<file path="config.mk">
export PLATFORM = sky130hd
export DESIGN_NAME = chn_wr_tlp_tx_flat
export DESIGN_NICKNAME = d
export VERILOG_FILES = /design/src/rtl/chn_wr_tlp_tx_if.sv /design/src/rtl/chn_wr_tlp_tx.sv /design/src/flat_wrapper.sv
export SDC_FILE = /design/constraint.sdc
export NUM_CORES = 1
export LEC_CHECK = 0
export ABC_AREA = 1
export CAP_MARGIN = 25
export CORE_ASPECT_RATIO = 0.6
export CORE_MARGIN = 2
export CORE_UTILIZATION = 35
export DETAILED_ROUTE_END_ITERATION = 16
export HOLD_SLACK_MARGIN = 0.03
export PLACE_DENSITY = 0.59
export SLEW_MARGIN = 5
export SYNTH_ARGS = -nofsm -noshare
export SYNTH_HDL_FRONTEND = slang
export SYNTH_SLANG_ARGS = --single-unit
export TNS_END_PERCENT = 5
</file>
<file path="constraint.sdc">
create_clock -name clk -period 6.58 [get_ports clk]
set_clock_uncertainty 0.05 [all_clocks]
set_input_delay 1.316 -clock clk [delete_from_list [all_inputs] [get_ports clk]]
set_output_delay 1.316 -clock clk [all_outputs]
set_load 0.005 [all_outputs]
</file>
<file path="src/rtl/chn_wr_tlp_tx_if.sv">
// Host-write job port, channel arbitration handshake and TRN TX bus
// for one channel's MWr32 requester.
interface chn_wr_tlp_tx_if;
    logic [31:0] wr_addr;
    logic [31:0] wr_data;
    logic        wr_valid;
    logic        wr_ready;
    logic [15:0] cfg_completer_id;
    logic        chn_reqep;
    logic        chn_trn;
    logic        chn_drvn;
    logic [63:0] trn_td;
    logic [7:0]  trn_trem_n;
    logic        trn_tsof_n;
    logic        trn_teof_n;
    logic        trn_tsrc_rdy_n;
    logic        trn_tdst_rdy_n;

    modport master (
        input  wr_addr, wr_data, wr_valid, cfg_completer_id,
        input  chn_trn, trn_tdst_rdy_n,
        output wr_ready, chn_reqep, chn_drvn,
        output trn_td, trn_trem_n, trn_tsof_n, trn_teof_n, trn_tsrc_rdy_n
    );

    modport slave (
        output wr_addr, wr_data, wr_valid, cfg_completer_id,
        output chn_trn, trn_tdst_rdy_n,
        input  wr_ready, chn_reqep, chn_drvn,
        input  trn_td, trn_trem_n, trn_tsof_n, trn_teof_n, trn_tsrc_rdy_n
    );
endinterface

</file>
<file path="src/rtl/chn_wr_tlp_tx.sv">
// Per-channel MWr32 requester: queues host writes, requests the TX
// endpoint and sends up to MAX_BURST 1-DW TLPs per grant.
module chn_wr_tlp_tx #(
    parameter int FIFO_AW   = 2,
    parameter int MAX_BURST = 4
) (
    input logic clk,
    input logic rst,
    chn_wr_tlp_tx_if.master bus
);
    localparam int DEPTH = 1 << FIFO_AW;
    localparam int BW    = $clog2(MAX_BURST + 1);

    typedef enum logic [2:0] {IDLE, REQ, H0, H1, REL} state_t;

    state_t state, state_nx;

    logic [31:0]      mem_a [DEPTH];
    logic [31:0]      mem_d [DEPTH];
    logic [FIFO_AW-1:0] wp, rp;
    logic [FIFO_AW:0] cnt;
    logic             full, empty, push, pop, acc;
    logic [BW-1:0]    burst, burst_nx;
    logic             low_seen, low_seen_nx;

    logic        reqep_q, drvn_q, sof_q, eof_q, src_q;
    logic [63:0] td_q, td_nx;
    logic [7:0]  trem_q, trem_nx;
    logic        reqep_nx, drvn_nx, sof_nx, eof_nx, src_nx;
    logic [31:0] hd_a, hd_d;

    assign full  = cnt == (FIFO_AW+1)'(DEPTH);
    assign empty = cnt == '0;
    assign acc   = !bus.trn_tdst_rdy_n;
    assign push  = bus.wr_valid && bus.wr_ready;
    assign hd_a  = mem_a[rp];
    assign hd_d  = mem_d[rp];

    assign bus.wr_ready       = !full && !rst;
    assign bus.chn_reqep      = reqep_q;
    assign bus.chn_drvn       = drvn_q;
    assign bus.trn_td         = td_q;
    assign bus.trn_trem_n     = trem_q;
    assign bus.trn_tsof_n     = sof_q;
    assign bus.trn_teof_n     = eof_q;
    assign bus.trn_tsrc_rdy_n = src_q;

    always_comb begin
        state_nx    = state;
        burst_nx    = burst;
        pop         = 1'b0;
        low_seen_nx = low_seen;
        unique case (state)
            IDLE: if (!empty && low_seen) state_nx = REQ;
            REQ: begin
                if (bus.chn_trn && low_seen) begin
                    state_nx    = H0;
                    low_seen_nx = 1'b0;
                end
            end
            H0: if (acc) state_nx = H1;
            H1: begin
                if (acc) begin
                    pop      = 1'b1;
                    burst_nx = burst + 1'b1;
                    if (cnt > (FIFO_AW+1)'(1) && burst_nx < BW'(MAX_BURST))
                        state_nx = H0;
                    else
                        state_nx = REL;
                end
            end
            REL: begin
                state_nx = IDLE;
                burst_nx = '0;
            end
            default: state_nx = IDLE;
        endcase
        if (!bus.chn_trn) low_seen_nx = 1'b1;
    end

    // Outputs are registered copies of what the next state presents
    always_comb begin
        reqep_nx = 1'b0;
        drvn_nx  = 1'b0;
        sof_nx   = 1'b1;
        eof_nx   = 1'b1;
        src_nx   = 1'b1;
        trem_nx  = 8'hFF;
        td_nx    = '0;
        unique case (state_nx)
            REQ: reqep_nx = 1'b1;
            H0: begin
                reqep_nx = 1'b1;
                drvn_nx  = 1'b1;
                sof_nx   = 1'b0;
                src_nx   = 1'b0;
                trem_nx  = 8'h00;
                td_nx    = {1'b0, 2'b10, 5'b00000, 1'b0, 3'b000, 4'h0,
                            1'b0, 1'b0, 2'b00, 2'b00, 10'd1,
                            bus.cfg_completer_id, 8'h00, 4'h0, 4'hF};
            end
            H1: begin
                reqep_nx = 1'b1;
                drvn_nx  = 1'b1;
                eof_nx   = 1'b0;
                src_nx   = 1'b0;
                trem_nx  = 8'h00;
                td_nx    = {hd_a[31:2], 2'b00,
                            hd_d[7:0], hd_d[15:8], hd_d[23:16], hd_d[31:24]};
            end
            default: ;
        endcase
    end

    always_ff @(posedge clk) begin
        if (rst) begin
            state    <= IDLE;
            burst    <= '0;
            low_seen <= 1'b1;
            wp       <= '0;
            rp       <= '0;
            cnt      <= '0;
            reqep_q  <= 1'b0;
            drvn_q   <= 1'b0;
            sof_q    <= 1'b1;
            eof_q    <= 1'b1;
            src_q    <= 1'b1;
            trem_q   <= 8'hFF;
            td_q     <= '0;
        end else begin
            state    <= state_nx;
            burst    <= burst_nx;
            low_seen <= low_seen_nx;
            if (push) wp <= wp + 1'b1;
            if (pop)  rp <= rp + 1'b1;
            unique case ({push, pop})
                2'b10:   cnt <= cnt + 1'b1;
                2'b01:   cnt <= cnt - 1'b1;
                default: ;
            endcase
            reqep_q <= reqep_nx;
            drvn_q  <= drvn_nx;
            sof_q   <= sof_nx;
            eof_q   <= eof_nx;
            src_q   <= src_nx;
            trem_q  <= trem_nx;
            td_q    <= td_nx;
        end
    end

    always_ff @(posedge clk) begin
        if (push) begin
            mem_a[wp] <= bus.wr_addr;
            mem_d[wp] <= bus.wr_data;
        end
    end
endmodule
</file>
<file path="src/flat_wrapper.sv">
// flat-port wrapper written by rule: the top's interface ports become plain ports
module chn_wr_tlp_tx_flat 
#(
    parameter int FIFO_AW   = 2,
    parameter int MAX_BURST = 4
)
  (clk, rst, bus_wr_addr, bus_wr_data, bus_wr_valid, bus_cfg_completer_id, bus_chn_trn, bus_trn_tdst_rdy_n, bus_wr_ready, bus_chn_reqep, bus_chn_drvn, bus_trn_td, bus_trn_trem_n, bus_trn_tsof_n, bus_trn_teof_n, bus_trn_tsrc_rdy_n);
  chn_wr_tlp_tx_if bus_i ();
  input logic clk;
  input logic rst;
  input wire logic [$bits(bus_i.wr_addr)-1:0] bus_wr_addr;
  input wire logic [$bits(bus_i.wr_data)-1:0] bus_wr_data;
  input wire logic [$bits(bus_i.wr_valid)-1:0] bus_wr_valid;
  input wire logic [$bits(bus_i.cfg_completer_id)-1:0] bus_cfg_completer_id;
  input wire logic [$bits(bus_i.chn_trn)-1:0] bus_chn_trn;
  input wire logic [$bits(bus_i.trn_tdst_rdy_n)-1:0] bus_trn_tdst_rdy_n;
  output wire logic [$bits(bus_i.wr_ready)-1:0] bus_wr_ready;
  output wire logic [$bits(bus_i.chn_reqep)-1:0] bus_chn_reqep;
  output wire logic [$bits(bus_i.chn_drvn)-1:0] bus_chn_drvn;
  output wire logic [$bits(bus_i.trn_td)-1:0] bus_trn_td;
  output wire logic [$bits(bus_i.trn_trem_n)-1:0] bus_trn_trem_n;
  output wire logic [$bits(bus_i.trn_tsof_n)-1:0] bus_trn_tsof_n;
  output wire logic [$bits(bus_i.trn_teof_n)-1:0] bus_trn_teof_n;
  output wire logic [$bits(bus_i.trn_tsrc_rdy_n)-1:0] bus_trn_tsrc_rdy_n;
  assign bus_i.wr_addr = bus_wr_addr;
  assign bus_i.wr_data = bus_wr_data;
  assign bus_i.wr_valid = bus_wr_valid;
  assign bus_i.cfg_completer_id = bus_cfg_completer_id;
  assign bus_i.chn_trn = bus_chn_trn;
  assign bus_i.trn_tdst_rdy_n = bus_trn_tdst_rdy_n;
  assign bus_wr_ready = bus_i.wr_ready;
  assign bus_chn_reqep = bus_i.chn_reqep;
  assign bus_chn_drvn = bus_i.chn_drvn;
  assign bus_trn_td = bus_i.trn_td;
  assign bus_trn_trem_n = bus_i.trn_trem_n;
  assign bus_trn_tsof_n = bus_i.trn_tsof_n;
  assign bus_trn_teof_n = bus_i.trn_teof_n;
  assign bus_trn_tsrc_rdy_n = bus_i.trn_tsrc_rdy_n;
  chn_wr_tlp_tx #(.FIFO_AW(FIFO_AW), .MAX_BURST(MAX_BURST)) u_core (.clk(clk), .rst(rst), .bus(bus_i));
endmodule
</file>
==> impl_summary.md <==
Die
The boundary pin count is about 160. The starting density of the core is ~36%. The die span in x is 243 um.

The total area inside the core boundary comes to roughly 0.034 mm^2. The die area is 0.0358 mm^2. The row count is 52.

The height of the die is 147 um.

Yosys
The cell area that synthesis handed to floorplanning was 0.0120 mm^2. The number of warnings issued by yosys is 0. The number of instances in the synthesized netlist is 945. The average instance in the mapped netlist occupies between 10 and 15 um^2. Of the synthesized area, sequential elements account for 76.1%.

The post-synth net total is 1,039. The unique cell type count in the Yosys netlist is 28. The flip-flop and latch count after synthesis is ~330.

Setup path
The endpoint class of the critical path is a primary output. The worst setup path is of the in2out kind. Setup slack on the worst reg-to-reg path comes out at 3.57 ns. STA puts the critical path data arrival time at 2.76 ns. Data on the critical path is required at its endpoint by 5.21 ns. STA classifies the critical path startpoint as an input pin. The worst flop-to-flop path startpoint is u_core.cnt[0]. The worst flop-to-flop path endpoint is u_core.mem_a[1][9].

In this run the worst path has a maximum fanout of 9. For the worst flop-to-flop path, the logic depth is 7.

Place
The post-placement cell count is 1,517. The HPWL after detailed placement is roughly 15,000 um. At the placement stage, the worst setup path has a slack of 2.15 ns. The placer's final routability congestion estimate is approximately 0.73. Buffers placed on the I/O ports in this run total 159.

Power and ir drop
The reported leakage power is 5.23 nW. The power density relative to cell area is 306 mW/mm^2. The maximum vdd drop is 0.185 mV.

Run
The tool flagged a number of max-cap violations equal to 0.

Route
For this block, the routed nets add up to ~26,000 um of wire. In the routed layout, each cell is associated on average with a via count of roughly 4.6. In the routed design, unresolved DRC markers number 0. The routed layout has 7,317 vias. The count of nets left with antenna violations after detail routing is 0. Before antenna repair, the detailed router went through 5 iterations. The detail-routed net length per standard cell is 16.7 um. The detailed router finished its first iteration with 454 violations.

Timing
The tightest slew margin relative to the limit is about a third. The final critical path takes up 62.6% of the cycle. The count of final setup violators is 0.

In the post-route analysis, the smallest setup slack over all paths is 2.46 ns. Setup repair after global routing left no endpoint under its margin. The number of failing hold endpoints at the final stage is 0. The transition at the pin with the smallest max-transition slack is between 0.9 and 1 ns. For the finished layout, the period the worst path requires is 4.12 ns.

The number of max-slew violations in the final report is 0. The total negative slack for setup checks is 0 ns. Derived from the worst setup path, the maximum achievable clock frequency is ~0.24 GHz.

Final layout
Excluding fillers, the count of instances in the completed layout stands at 1,579. The library cell used most frequently in the layout, excluding fill and tap cells, is edfxtp_1. The area growth from synthesis to layout is 26.4%.

Leaving out fill and tap cells, the most frequent cells in the layout are edfxtp_1 (248), nor2_1 (214), clkdlybuf4s50_1 (159). For this run, the post-layout net count is roughly 1,200. The share of post-route cells with drive strength above 1 is 7.69%.

Global route
The first global-routing pass estimated 40,800 um of wire. The overall global routing resource usage is 14.7%. The initial antenna violation count is 1. Summed over all layers, the global routing overflow is 0. The pin count of the biggest net entering global routing is 71.

The number of global-route vias before repair is 7,142.

CTS
After clock tree synthesis, the clock-pin slew on the worst setup and hold paths is 0.06 ns. The CTS H-tree depth is 2. The insertion delay of the later-clocked pin in the worst-skew pair is about 0.52 ns.

The clock drives 332 sinks. The number of buffers inserted by hold repair at cts is 0. After clock tree synthesis, the setup repair step added 0 buffers. TritonCTS built the clock tree. The total clock buffers created by CTS is 34. The maximum clock insertion buffer count is 3. Gates resized during post-CTS repair numbered 0. The clock root buffer is clkbuf_16.

Worst hold path
The worst hold path passes through 2 cells. The classification of the worst-slack hold path is reg2reg. The worst hold path endpoint is u_core.burst[1]. The hold path startpoint is u_core.burst[1].

Status
The run finished with clean final reports.
-- area by class of cell --
cell class              instances  area (um^2)
fillers                      3062        18500
well taps                     459          574
diodes                          1         2.50
clock buffers                  41          928
multi-input cells             526         2480
clock inverters                20          225
flip-flops and latches        332         9130
inverters                      28          108
repair buffers                172         1710
-- Yosys cell counts --
library cell	n	area share, %
xor2_1	2	0.15
o21ai_2	1	0.073
a31oi_1	1	0.052
ha_1	9	0.94
dfxtp_1	84	14
nor2_2	3	0.16
buf_2	12	0.50
nand2_1	53	1.7
o22a_1	5	0.36
clkbuf_1	18	0.56
clkinv_1	2	0.063
buf_4	17	1.1
o21ai_0	133	5.5
conb_1	1	0.031
nor2_1	218	6.8
and2_1	1	0.052
inv_1	22	0.69
nor3_1	2	0.083
inv_2	4	0.13
nand3_2	2	0.17
nand4_1	16	0.83
nand3_1	4	0.17
nand2_2	3	0.16
buf_6	2	0.19
a21oi_1	56	2.3
buf_1	10	0.31
edfxtp_1	248	62
o22ai_1	16	0.83
-- per-stage QoR --
step           area [um^2]  power (mW)  hold slack (ns)  utilization (%)
3_3_place_gp         14000        2.71            0.402             41.6
2_1_floorplan        12000        2.54            0.393                -
6_report             15200        4.65            0.423             45.0
4_1_cts              15200        4.71            0.425             45.0
5_1_grt              15200        4.83            0.455             45.0
3_5_place_dp         14000        2.72            0.413             41.6
-- report_power, final --
part / leakage [nW] / total (mW) / switching (mW) / internal, mW
Combinational: 1.72 / 0.321 / 0.178 / 0.143
Sequential: 2.93 / 2.35 / 0.0250 / 2.32
Clock: 0.571 / 1.98 / 0.778 / 1.20
Total: 5.23 / 4.65 / 0.981 / 3.67
-- routing by layer --
layer  global-route usage [%]  wire length (um)  up-vias
met1                     20.3             12400     3502
met4                     3.90               454        0
met5                        0                 0        -
li1                         -                 -     3616
met2                     23.5             11900      161
met3                     3.65              1620       38
-- kinds of logic (layout without fill, tap and decap cells) --
group	after synthesis	in the layout	synth area share, %
other cells	1	2	0.0313
buf+inv	87	261	3.50
flops	332	332	76.1
xor+xnor	2	2	0.146
compound gates	212	212	9.21
simple gates	302	302	10.1
fa+ha+maj	9	9	0.938
-- worst max path at each step --
stage	start	end	slack (ns)	depth (start not counted)
floorplan	rst	u_core.mem_a[0][10]	1.46	5
global placement	rst	u_core.mem_a[1][15]	2.17	6
detailed placement	rst	u_core.mem_a[1][12]	2.15	6
CTS	rst	bus_wr_ready	2.44	3
global route	rst	bus_wr_ready	2.39	3
finish	rst	bus_wr_ready	2.46	3
-- sequential cells by signal, indices dropped and copies added, names as in the netlist, 2 cells and up, named ones only --
name and count:
u_core.burst 3, u_core.bus.trn_td 63, u_core.cnt 3, u_core.mem_a 120, u_core.mem_d 128, u_core.rp 2
u_core.state 3, u_core.wp 2
-- critical path: stages --
cell,delay (ns)
clkdlybuf4s50_1,0.61
a21oi_1,0.29
clkdlybuf4s50_1,0.54
No activity file was read; power rests on OpenSTA's default activity.
